**config.mk**
```make
export PLATFORM = sky130hd
export DESIGN_NAME = fire_controller
export DESIGN_NICKNAME = d
export VERILOG_FILES = /design/src/rtl/weapons_pkg.sv /design/src/rtl/cooldown_timer.sv /design/src/rtl/fire_controller.sv
export SDC_FILE = /design/constraint.sdc
export NUM_CORES = 1
export LEC_CHECK = 0
export ABC_AREA = 1
export CORE_ASPECT_RATIO = 0.9
export CORE_MARGIN = 4
export CORE_UTILIZATION = 48
export CTS_CLUSTER_SIZE = 25
export DETAILED_ROUTE_END_ITERATION = 16
export GPL_TIMING_DRIVEN = 0
export HOLD_SLACK_MARGIN = 0.03
export PLACE_DENSITY = 0.78
export SYNTH_ARGS = -nofsm -noshare
export SYNTH_HDL_FRONTEND = slang
export SYNTH_SLANG_ARGS = --single-unit
```
**constraint.sdc**
```tcl
create_clock -name clk -period 1.6 [get_ports clk]
set_input_delay 0.32 -clock clk [delete_from_list [all_inputs] [get_ports clk]]
set_output_delay 0.32 -clock clk [all_outputs]
set_load 0.02 [all_outputs]
```
**src/rtl/weapons_pkg.sv**
```systemverilog
// Shared constants and state encoding for the weapons fire path.
package weapons_pkg;

   // One-hot ship mode that permits firing.
   localparam logic [3:0] ATTACK_MODE = 4'b0010;

   // Default reload value; matches the ammo saturation counter ceiling.
   localparam int unsigned MAX_AMMO_DEF = 500;

   // Width of the shared cooldown/reload down-counter.
   localparam int unsigned TMR_W = 8;

   // Width of the remaining-shots register (BURST <= 7).
   localparam int unsigned SHOT_W = 3;

   // 3-bit binary state encoding.
   localparam logic [2:0] S_IDLE   = 3'd0;
   localparam logic [2:0] S_FIRE   = 3'd1;
   localparam logic [2:0] S_COOL   = 3'd2;
   localparam logic [2:0] S_RELOAD = 3'd3;
   localparam logic [2:0] S_RWAIT  = 3'd4;

   typedef enum logic [2:0] {
      ST_IDLE   = S_IDLE,
      ST_FIRE   = S_FIRE,
      ST_COOL   = S_COOL,
      ST_RELOAD = S_RELOAD,
      ST_RWAIT  = S_RWAIT
   } fc_state_e;

endpackage

```
**src/rtl/cooldown_timer.sv**
```systemverilog
// Loadable down-counter shared by the shot cooldown and the reload wait.
// Ports:
//   clk, rst    : clock, synchronous active-high reset
//   load_i      : load load_val_i into the counter (wins over en_i)
//   load_val_i  : value to load
//   en_i        : decrement by one (holds at zero)
//   done_o      : registered, high while the count equals 1
module cooldown_timer
   import weapons_pkg::*;
(
   input  logic             clk,
   input  logic             rst,
   input  logic             load_i,
   input  logic [TMR_W-1:0] load_val_i,
   input  logic             en_i,
   output logic             done_o
);

   logic [TMR_W-1:0] cnt_q;
   logic             done_q;

   // done_q tracks (cnt_q == 1) by looking at the value being written.
   always_ff @(posedge clk) begin
      if (rst) begin
         cnt_q  <= '0;
         done_q <= 1'b0;
      end else if (load_i) begin
         cnt_q  <= load_val_i;
         done_q <= (load_val_i == TMR_W'(1));
      end else if (en_i && (cnt_q != '0)) begin
         cnt_q  <= cnt_q - TMR_W'(1);
         done_q <= (cnt_q == TMR_W'(2));
      end
   end

   assign done_o = done_q;

endmodule

```
**src/rtl/fire_controller.sv**
```systemverilog
// Trigger-to-ammo sequencer: turns trigger edges into rate-limited single or
// burst decrement pulses, flags illegal fire and sequences reloads.
// Ports:
//   clk, rst       : clock, synchronous active-high reset
//   trigger        : raw fire request (level)
//   burst_mode     : 1 = BURST shots per edge, 0 = one shot
//   mode_selector  : one-hot ship mode, ATTACK_MODE enables fire
//   reload_req     : level request to refill ammo (seen only when idle)
//   ammo_count     : current ammo from the counter
//   ammo_dec       : one-cycle decrement strobe to the counter
//   ammo_load      : one-cycle load strobe to the counter
//   ammo_load_val  : reload value (MAX_AMMO)
//   fire_pulse     : one cycle per shot, aligned with ammo_dec
//   error          : one-cycle illegal-fire flag
//   busy           : high whenever not idle
module fire_controller
   import weapons_pkg::*;
#(
   parameter int unsigned AMMO_W    = 9,
   parameter int unsigned MAX_AMMO  = MAX_AMMO_DEF,
   parameter int unsigned COOLDOWN  = 3,
   parameter int unsigned BURST     = 3,
   parameter int unsigned RELOAD_CY = 8
) (
   input  logic              clk,
   input  logic              rst,
   input  logic              trigger,
   input  logic              burst_mode,
   input  logic [3:0]        mode_selector,
   input  logic              reload_req,
   input  logic [AMMO_W-1:0] ammo_count,
   output logic              ammo_dec,
   output logic              ammo_load,
   output logic [AMMO_W-1:0] ammo_load_val,
   output logic              fire_pulse,
   output logic              error,
   output logic              busy
);

   fc_state_e         state_q;
   logic              trig_q;
   logic [SHOT_W-1:0] shots_left_q;
   logic              ammo_dec_q;
   logic              ammo_load_q;
   logic [AMMO_W-1:0] ammo_load_val_q;
   logic              fire_pulse_q;
   logic              error_q;
   logic              busy_q;

   logic              trig_edge;
   logic              attack;
   logic              has_ammo;
   logic              tmr_load;
   logic [TMR_W-1:0]  tmr_load_val;
   logic              tmr_en;
   logic              tmr_done;

   assign trig_edge = trigger & ~trig_q;
   assign attack    = (mode_selector == ATTACK_MODE);
   assign has_ammo  = (ammo_count != '0);

   // Timer is armed on leaving FIRE or RELOAD and runs through COOL / RWAIT.
   assign tmr_load     = (state_q == ST_FIRE) || (state_q == ST_RELOAD);
   assign tmr_load_val = (state_q == ST_FIRE) ? TMR_W'(COOLDOWN) : TMR_W'(RELOAD_CY);
   assign tmr_en       = (state_q == ST_COOL) || (state_q == ST_RWAIT);

   cooldown_timer u_timer (
      .clk        (clk),
      .rst        (rst),
      .load_i     (tmr_load),
      .load_val_i (tmr_load_val),
      .en_i       (tmr_en),
      .done_o     (tmr_done)
   );

   // FSM with Moore outputs registered alongside the state transition.
   always_ff @(posedge clk) begin
      if (rst) begin
         state_q         <= ST_IDLE;
         trig_q          <= 1'b0;
         shots_left_q    <= '0;
         ammo_dec_q      <= 1'b0;
         ammo_load_q     <= 1'b0;
         ammo_load_val_q <= '0;
         fire_pulse_q    <= 1'b0;
         error_q         <= 1'b0;
         busy_q          <= 1'b0;
      end else begin
         trig_q          <= trigger;
         ammo_load_val_q <= AMMO_W'(MAX_AMMO);
         ammo_dec_q      <= 1'b0;
         ammo_load_q     <= 1'b0;
         fire_pulse_q    <= 1'b0;
         error_q         <= 1'b0;

         case (state_q)
            ST_IDLE: begin
               busy_q <= 1'b0;
               // A trigger edge takes priority over a pending reload request.
               if (trig_edge) begin
                  if (attack && has_ammo) begin
                     state_q      <= ST_FIRE;
                     shots_left_q <= burst_mode ? SHOT_W'(BURST) : SHOT_W'(1);
                     fire_pulse_q <= 1'b1;
                     ammo_dec_q   <= 1'b1;
                     busy_q       <= 1'b1;
                  end else begin
                     error_q <= 1'b1;
                  end
               end else if (reload_req) begin
                  state_q     <= ST_RELOAD;
                  ammo_load_q <= 1'b1;
                  busy_q      <= 1'b1;
               end
            end

            ST_FIRE: begin
               shots_left_q <= shots_left_q - SHOT_W'(1);
               state_q      <= ST_COOL;
               busy_q       <= 1'b1;
            end

            ST_COOL: begin
               busy_q <= 1'b1;
               if (tmr_done) begin
                  if ((shots_left_q != '0) && attack && has_ammo) begin
                     state_q      <= ST_FIRE;
                     fire_pulse_q <= 1'b1;
                     ammo_dec_q   <= 1'b1;
                  end else begin
                     // Running dry mid-burst is illegal; leaving attack is a silent abort.
                     error_q      <= (shots_left_q != '0) && attack;
                     shots_left_q <= '0;
                     state_q      <= ST_IDLE;
                     busy_q       <= 1'b0;
                  end
               end
            end

            ST_RELOAD: begin
               state_q <= ST_RWAIT;
               busy_q  <= 1'b1;
            end

            ST_RWAIT: begin
               busy_q <= 1'b1;
               if (tmr_done) begin
                  state_q <= ST_IDLE;
                  busy_q  <= 1'b0;
               end
            end

            default: begin
               state_q <= ST_IDLE;
               busy_q  <= 1'b0;
            end
         endcase
      end
   end

   assign ammo_dec      = ammo_dec_q;
   assign ammo_load     = ammo_load_q;
   assign ammo_load_val = ammo_load_val_q;
   assign fire_pulse    = fire_pulse_q;
   assign error         = error_q;
   assign busy          = busy_q;

endmodule

```
# ---- Word level (Yosys, flattened, before mapping)
# Index checks and enable logic that the tools add are counted.
dict set report classes {
  add_sub_neg 2
  eq_ne 14
  muxes 34
  bitwise 3
  n_reduce_logical 16
}
# op count
set op_table {}
lappend op_table {{$mux 3} 9}
lappend op_table {{$mux 8} 2}
lappend op_table {{$mux 1} 15}
lappend op_table {{$pmux 3 s5} 1}
lappend op_table {{$mux 9} 1}
lappend op_table {{$pmux 3 s3} 1}
lappend op_table {{$reduce_bool 9->1} 1}
lappend op_table {{$eq 8x2->1 const B} 1}
lappend op_table {{$reduce_bool 8->1} 1}
lappend op_table {{$sub 8x1->8 const B} 1}
lappend op_table {{$eq 3x2->1 const B} 2}
lappend op_table {{$ne 2x2->1 const B} 3}
lappend op_table {{$ne 3x3->1 const B} 2}
lappend op_table {{$reduce_bool 3->1} 2}
lappend op_table {{$reduce_and 5->1} 1}
lappend op_table {{$eq 4x1->1 const B} 1}
lappend op_table {{$eq 4x2->1 const B} 1}
lappend op_table {{$logic_and 1x1->1} 4}
lappend op_table {{$mux 4} 1}
lappend op_table {{$ne 2x1->1 const B} 2}
lappend op_table {{$pmux 1 s2} 2}
lappend op_table {{$pmux 1 s4} 1}
lappend op_table {{$reduce_and 4->1} 1}
lappend op_table {{$eq 3x1->1 const B} 1}
lappend op_table {{other kinds (10)} 12}
dict set report totals {
  ff_bits 29
  output_inout_bits 14
}

# ---- Depth between registers and ports, before layout
# Gate-level depths: netlist of run 1.
dict set report logic_depth {
  word_depth 6
  mapped_depth 11
  ltp_nobuf 11
}

# ---- Cells and area by module
# From an unflattened synthesis of run 1, not the netlist that was laid out.
dict set report hier_totals {
  cells_unflattened 225
  hier_area_um2 1475.2
}
# module instances cells_per_inst area_per_inst_um2
set modules_own_cells {}
lappend modules_own_cells {fire_controller 1 115 780.7}
lappend modules_own_cells {cooldown_timer 1 110 694.4}

# ---- Least setup slack after synthesis of run 1
# OpenSTA, ideal clock, no wires.
dict set report synth_path {
  path_type {register -> register}
  startpoint {register u_timer.cnt_q[0]}
  endpoint {register u_timer.cnt_q[4]}
  setup_ns 0.114
  arrival_ns 1.245
  path_slack_ns 0.241
  path_stages_with_launch 9
  path_cell_list {dfxtp_1 > inv_1 > ha_1 > nand2_2 > o21ai_4 > inv_2 > nand3_2 > xor2_1 > nor2_1}
}
dict set report synth_between {
  elab_chain_len 3
  word_cells_on_any_way 6
}
# element line
set synth_lines {}
lappend synth_lines {{start: declaration} cooldown_timer.sv:19} ;# logic [TMR_W-1:0] cnt_q;
lappend synth_lines {{start signal: assignment} cooldown_timer.sv:28} ;# cnt_q <= load_val_i;
lappend synth_lines {{start signal: assignment} cooldown_timer.sv:31} ;# cnt_q <= cnt_q - TMR_W'(1);
lappend synth_lines {{$sub 8x1->8 / $reduce_bool 8->1 (equally long branches)} {cooldown_timer.sv:31, cooldown_timer.sv:30}}
lappend synth_lines {{$mux 8 / $logic_and 1x1->1 (equally long branches)} cooldown_timer.sv:30} ;# end else if (en_i && (cnt_q != '0)) begin
lappend synth_lines {{$mux 8 / $reduce_bool 2->1 (equally long branches)} -}
# Several ways; a longest one is shown, not always the timed one. The select of a mux whose other input is x is not followed.
# A chain may end at the register's enable or synchronous reset.

# ---- Worst setup path after layout of run 1
dict set report layout_path {
  startpoint {register busy_q, in the netlist busy}
  endpoint {output busy}
}
# element line
set layout_lines {}
lappend layout_lines {{start: declaration} fire_controller.sv:48} ;# logic busy_q;
lappend layout_lines {{start signal: assignment} fire_controller.sv:87} ;# busy_q <= 1'b0;
lappend layout_lines {{start signal: assignment} fire_controller.sv:98} ;# busy_q <= 1'b0;
lappend layout_lines {{start signal: assignment} fire_controller.sv:106} ;# busy_q <= 1'b1;
lappend layout_lines {{end: declaration} fire_controller.sv:37} ;# output logic busy
# No word-level cell between the ends.

==> summary.txt, run 1 <==
layout cells sized above 1 -> 18.4%
most frequent cells in the layout -> nand2_1 (31), nor2_1 (30), inv_1 (23)
CTS max path bufs -> 2
TritonCTS buffer count -> 3
Initial Util -> 51.1%
ratio of final minimum period to clock period -> 96.4%
Rows -> 17
Fin Clk Skew -> 3.47 ps
reg-to-reg slack, setup -> 90 ps
# setup viols final -> 0
CTS Sinks -> 21
Crit. path cell count -> 1
sequential area share after synthesis -> 32.8%
simple-gate share of the synthesized area -> 36.8%
Rel. slew slack -> 65.7%
Synth cell types -> 28
Crit Path Class -> reg2out
TritonCTS clock tree -> yes
Compound-Gate Fraction of Synth Area -> 10.0%
RSZ-0062 raised after global routing -> no
Post-Synth XOR/XNOR Area -> 2.05%
crit-path cells -> clkdlybuf4s50_1
fmax -> 648 MHz
vias post-DR -> 1201
largest net degree at the start of global routing -> 12
Die Wd -> 62.5 microns
Leakage -> 0.792 nW
FF+latch count, synth -> 21
synth top area cells -> dfxtp_1 (33%), nand2_1 (9.1%), nor2_1 (8.8%)
Syn Area/Cell -> 6.86 sq um
Synth warnings -> 0
Worst R2R End -> u_timer.cnt_q[7]
Critical Path AT -> 1220 ps
Synth area leader -> dfxtp_1
die footprint -> 3560 sq um
CP startpoint -> busy
delay-heaviest family, CP -> buffers and inverters
first-pass GRT wire length -> 4570 microns
VDD IR max -> 0.957 mV
asr flop ratio synth -> 0%
placed insts -> 245
total routing usage reported by global routing -> 15.6%
Die Height -> 57.0 microns
Final Hold Viols -> 0
Port Buffers -> 28
final wirelength -> 2770 microns
R2R depth -> 10
worst path bufs/invs -> 1
largest family of logic cells by synthesized area -> simple AND/OR/NAND/NOR gates
final critical-path required period -> 1540 ps
Hold Path Class -> reg2reg
top cell type's share of synthesized area -> 32.8%
CP Capture Type -> primary output
Setup crit start kind -> flip-flop
H-tree levels -> 1
vias in the first global route -> 1071
Root Buffer -> clkbuf_4
Synth Flop Type -> dfxtp_1
latest clock arrival within the worst-skew pair -> 300 ps
slowest CP cell -> clkdlybuf4s50_1
Finished Layout Cells -> 251
P&R area growth vs syn -> 28.9%
I/O pins -> 32
Critical Path RT -> 1280 ps
commonest non-fill, non-tap cell in the layout -> nand2_1
crit path capture -> busy
mux cell area share after synthesis -> 0%
TritonRoute pass-1 iters -> 4
post-route ant nets -> 0
Synth Instances -> 187
Pins Over Slew Limit -> 0
grt ovf -> 0
core area -> 2510 sq um
DRC violations left -> 0
CP max stage delay -> 600 ps
clock-pin slew on the worst setup and hold paths -> 120 ps
Detail Placement HPWL -> 2290 microns
gpl congestion -> 0.837
max-cap violations -> 0
PD cells -> 1680 nW/um^2
nets -> 246
Wirelength per Cell -> 11.0 microns
# diodes -> 0
status -> completed
Setup TNS -> 0 ps
number of antenna violations at the first check in global routing -> 0
Worst Tran Pin Value -> 514 ps
Mapped Area -> 1280 sq um
Crit Reg-Reg Startpoint -> u_timer.cnt_q[0]
Adder-Cell Fraction of Synth Area -> 3.90%
Vias/cell -> 4.78
Worst Path Max Fanout -> 1
Post-synth EDFFs -> 0
initial drt markers -> 48
## stage by stage
step                      total power, mW  instance area, sq um  hold WS, ps  utilization [%]  setup WS, ps
after global routing                 3.05                  1650          517             65.9          3.89
final                                2.78                  1650          477             65.9          57.2
after floorplan                      2.11                  1290          389                -           241
after detailed placement             2.47                  1610          460             64.0          -163
after CTS                            2.73                  1620          482             64.7          16.6
after global placement               2.40                  1610          453             64.0          -160
## where the power goes
| part | internal [mW] | switching (mW) |
|---|---|---|
| Combinational | 0.656 | 1.04 |
| Sequential | 0.685 | 0.146 |
| Clock | 0.0969 | 0.158 |
| Total | 1.44 | 1.34 |
## per-layer routing
| layer | GRT usage [%] | part of all wire [%] | up-vias |
|---|---|---|---|
| met5 | 0 | 0 | - |
| met4 | 5.03 | 1.2 | 0 |
| met3 | 2.56 | 4.3 | 4 |
| met2 | 26.1 | 47 | 27 |
| met1 | 20.7 | 47 | 524 |
| li1 | - | - | 646 |
## cell usage after synthesis (2+ instances only)
| library cell | n |
|---|---|
| inv_1 | 23 |
| o21ai_0 | 6 |
| nor2_1 | 30 |
| nand3_1 | 15 |
| xor2_1 | 3 |
| nor2_4 | 4 |
| dfxtp_1 | 21 |
| nand3_2 | 3 |
| buf_4 | 9 |
| nand2_1 | 31 |
| nand2_2 | 6 |
| inv_2 | 4 |
| nor3_1 | 2 |
| nor2_2 | 3 |
| a21oi_1 | 11 |
| ha_1 | 4 |
## sequential cells by signal (all words and copies together), names as in the netlist
register        flops
u_timer.cnt_q       8
shots_left_q        3
state_q             3
ammo_load           1
ammo_load_val       1
busy                1
error               1
fire_pulse          1
trig_q              1
u_timer.done_o      1
## final cells by class
class | instances | area, sq um
Buffer | 10 | 71.3
Clock buffer | 4 | 26.3
Fill cell | 230 | 857
Inverter | 29 | 110
Multi-Input combinational cell | 129 | 696
Sequential cell | 21 | 423
Tap cell | 28 | 35.0
Timing Repair Buffer | 30 | 292
## kinds of logic (layout without fill, tap and decap cells)
logic type / Yosys count / after routing
other cells: 1 / 3
fa+ha+maj: 4 / 4
compound gates: 22 / 22
xor+xnor: 3 / 3
buf+inv: 39 / 73
simple gates: 97 / 97
flops: 21 / 21
## worst min path at each step
stage | startpoint | endpoint | slack (ps) | cells past startpoint
6_report | u_timer.cnt_q[6] | u_timer.cnt_q[6] | 480 | 2
5_1_grt | u_timer.done_o | u_timer.done_o | 520 | 2
4_1_cts | u_timer.done_o | u_timer.done_o | 480 | 2
3_5_place_dp | u_timer.done_o | u_timer.done_o | 460 | 2
3_3_place_gp | u_timer.cnt_q[6] | u_timer.cnt_q[6] | 450 | 2
2_1_floorplan | rst | state_q[2] | 390 | 1
## repair_timing
action	in CTS	in global routing
pin swaps	0	1
resized for setup	8	5
hold buffers	0	0
endpoints found under the setup margin	7	7
buffers inserted	0	2
gates cloned	0	0
Note: power is estimated with default switching activity, not from simulation.
==> inputs of run 2 (changes only) <==
Settings changed: CORE_UTILIZATION 48 to 50, PLACE_DENSITY 0.78 to 0.79, SYNTH_HIERARCHICAL set to 1.
==> run 2 against run 1 <==
Against the previous run: critical path depth rose by 1; clock skew rose by 3.0 ps; register-to-register slack improved by 70 ps; routed wire length rose by 12%; total power rose by 30%; critical endpoint is now ammo_load_val[6].
==> summary.txt, run 2 <==
commonest non-fill, non-tap cell in the layout -> nand2_1
number of antenna violations at the first check in global routing -> 0
Hold Buf Count CTS -> 0
Syn Area/Cell -> 6.56 sq um
I/O pins -> 32
Post-synth top cells -> nand2_1 (53), nor2_1 (28), inv_1 (26), nand3_1 (23), dfxtp_1 (21)
Port Buffers -> 28
max-cap violations -> 0
DRC violations left -> 0
most frequent cells in the layout -> nand2_1 (52), nor2_1 (27), inv_1 (25)
crit-path cells -> buf_4 > dlygate4sd2_1
gpl congestion -> 0.853
Critical Path RT -> 1280 ps
Place WS -> -156 ps
CP startpoint -> ammo_load_val[7]
worst hold slack -> 475 ps
TritonCTS buffer count -> 3
Worst Tran Pin Value -> 535 ps
post-route ant nets -> 0
Final Hold Viols -> 0
biggest regs -> u_timer/cnt_q x8, shots_left_q x3, state_q x3
Detail Placement HPWL -> 2410 microns
fmax -> 688 MHz
H-tree levels -> 1
clock-pin slew on the worst setup and hold paths -> 130 ps
Root Buffer -> clkbuf_4
layout cells sized above 1 -> 17.9%
Crit Path Class -> reg2out
Wirelength per Cell -> 10.1 microns
nets -> 292
Pins Over Slew Limit -> 0
top cell type's share of synthesized area -> 28.5%
Rel. slew slack -> 64.3%
# diodes -> 0
VDD IR max -> 0.841 mV
Hold Path Class -> reg2reg
hold wc startpoint -> shots_left_q[1]
Mapped Area -> 1480 sq um
FF+latch count, synth -> 21
asr flop ratio synth -> 0%
largest net degree at the start of global routing -> 13
slowest CP cell -> dfxtp_2
Synth Flop Type -> dfxtp_1
CP Capture Type -> primary output
Final Util -> 68.1%
final wirelength -> 3100 microns
CTS max path bufs -> 2
final critical-path required period -> 1450 ps
Synth cell types -> 32
grt ovf -> 0
Rows -> 18
vias in the first global route -> 1294
Post-synth EDFFs -> 0
Initial Util -> 52.8%
Die Wd -> 65.3 microns
Largest Register -> u_timer/cnt_q
Crit Reg-Reg Startpoint -> shots_left_q[0]
Critical Path AT -> 1130 ps
Worst Path Max Fanout -> 6
Die Height -> 59.5 microns
status -> completed
Largest register FFs -> 8
Finished Layout Cells -> 308
Vias/cell -> 4.67
core area -> 2790 sq um
Synth area leader -> dfxtp_1
most common cell in the synthesized netlist -> nand2_1
Leakage -> 0.935 nW
TritonRoute pass-1 iters -> 4
Fin Clk Skew -> 6.52 ps
PD cells -> 1900 nW/um^2
sequential area share after synthesis -> 28.5%
synth top area cells -> dfxtp_1 (28%), nand2_1 (13%), nand3_1 (7.8%)
placed insts -> 304
P&R area growth vs syn -> 28.9%
initial drt markers -> 32
RSZ-0062 raised after global routing -> no
Synth warnings -> 6
Setup crit start kind -> flip-flop
CTS Sinks -> 21
latest clock arrival within the worst-skew pair -> 320 ps
TritonCTS clock tree -> yes
ratio of final minimum period to clock period -> 90.9%
post-layout worst setup margin -> 146 ps
first-pass GRT wire length -> 5350 microns
# setup viols final -> 0
total routing usage reported by global routing -> 17.6%
die footprint -> 3880 sq um
# Post-CTS Setup Buffers -> 0
vias post-DR -> 1438
CP max stage delay -> 390 ps
Synth Instances -> 225
[run 2: logic make-up after synthesis]
| group | after synthesis | synth area share [%] |
|---|---|---|
| buf+inv | 43 | 13.6 |
| fa+ha+maj | 5 | 4.24 |
| other cells | 1 | 0.254 |
| flops | 21 | 28.5 |
| compound gates | 27 | 12.0 |
| xor+xnor | 1 | 0.594 |
| simple gates | 127 | 40.9 |
[run 2: report_power, final]
part	total, mW	switching, mW	internal (mW)
combinational	2.42	1.50	0.923
clock	0.272	0.178	0.0937
sequential	0.925	0.209	0.716
total	3.62	1.89	1.73
[run 2: path summary, 6_finish.rpt]
kind	cells after the start	end	slack, ps
setup / recovery	2	ammo_load_val[6]	150
hold / removal	2	shots_left_q[1]	480
setup reg to reg	11	shots_left_q[1]	160
hold reg to reg	2	shots_left_q[1]	480
[run 2: through the flow]
step	total power, mW	TNS (ps)	instance area [sq um]
after floorplan	2.81	0	1520
after global placement	3.23	-905	1850
after detailed placement	3.28	-904	1850
after CTS	3.57	0	1870
after global routing	4.06	0	1900
final	3.62	0	1900
[run 2: repair_timing]
action                                  in CTS  in global routing
endpoints found under the setup margin      14                 14
hold endpoints to repair                     0                  0
gates resized for setup                     11                 14
[run 2: layer usage]
layer / share of wire [%] / global-route usage (%) / routed length, microns
met1: 47 / 22.2 / 1470
met2: 46 / 29.9 / 1430
met3: 5.1 / 4.36 / 157
met4: 1.2 / 5.33 / 37
met5: 0 / 0 / 0
[run 2: critical path: cells and delay by family, from the launching register on]
kind | cells | cell delay (ps)
buf+inv | 2 | 430
flops | 1 | 390
[run 2: cell type report]
class / instances / area (sq um)
buffer: 12 / 82.6
clock buffer: 3 / 22.5
clock inverter: 1 / 5.00
fill: 275 / 891
inverter: 31 / 124
multi-input combinational: 172 / 912
sequential: 21 / 424
tap: 40 / 50.0
timing repair buffer: 28 / 282
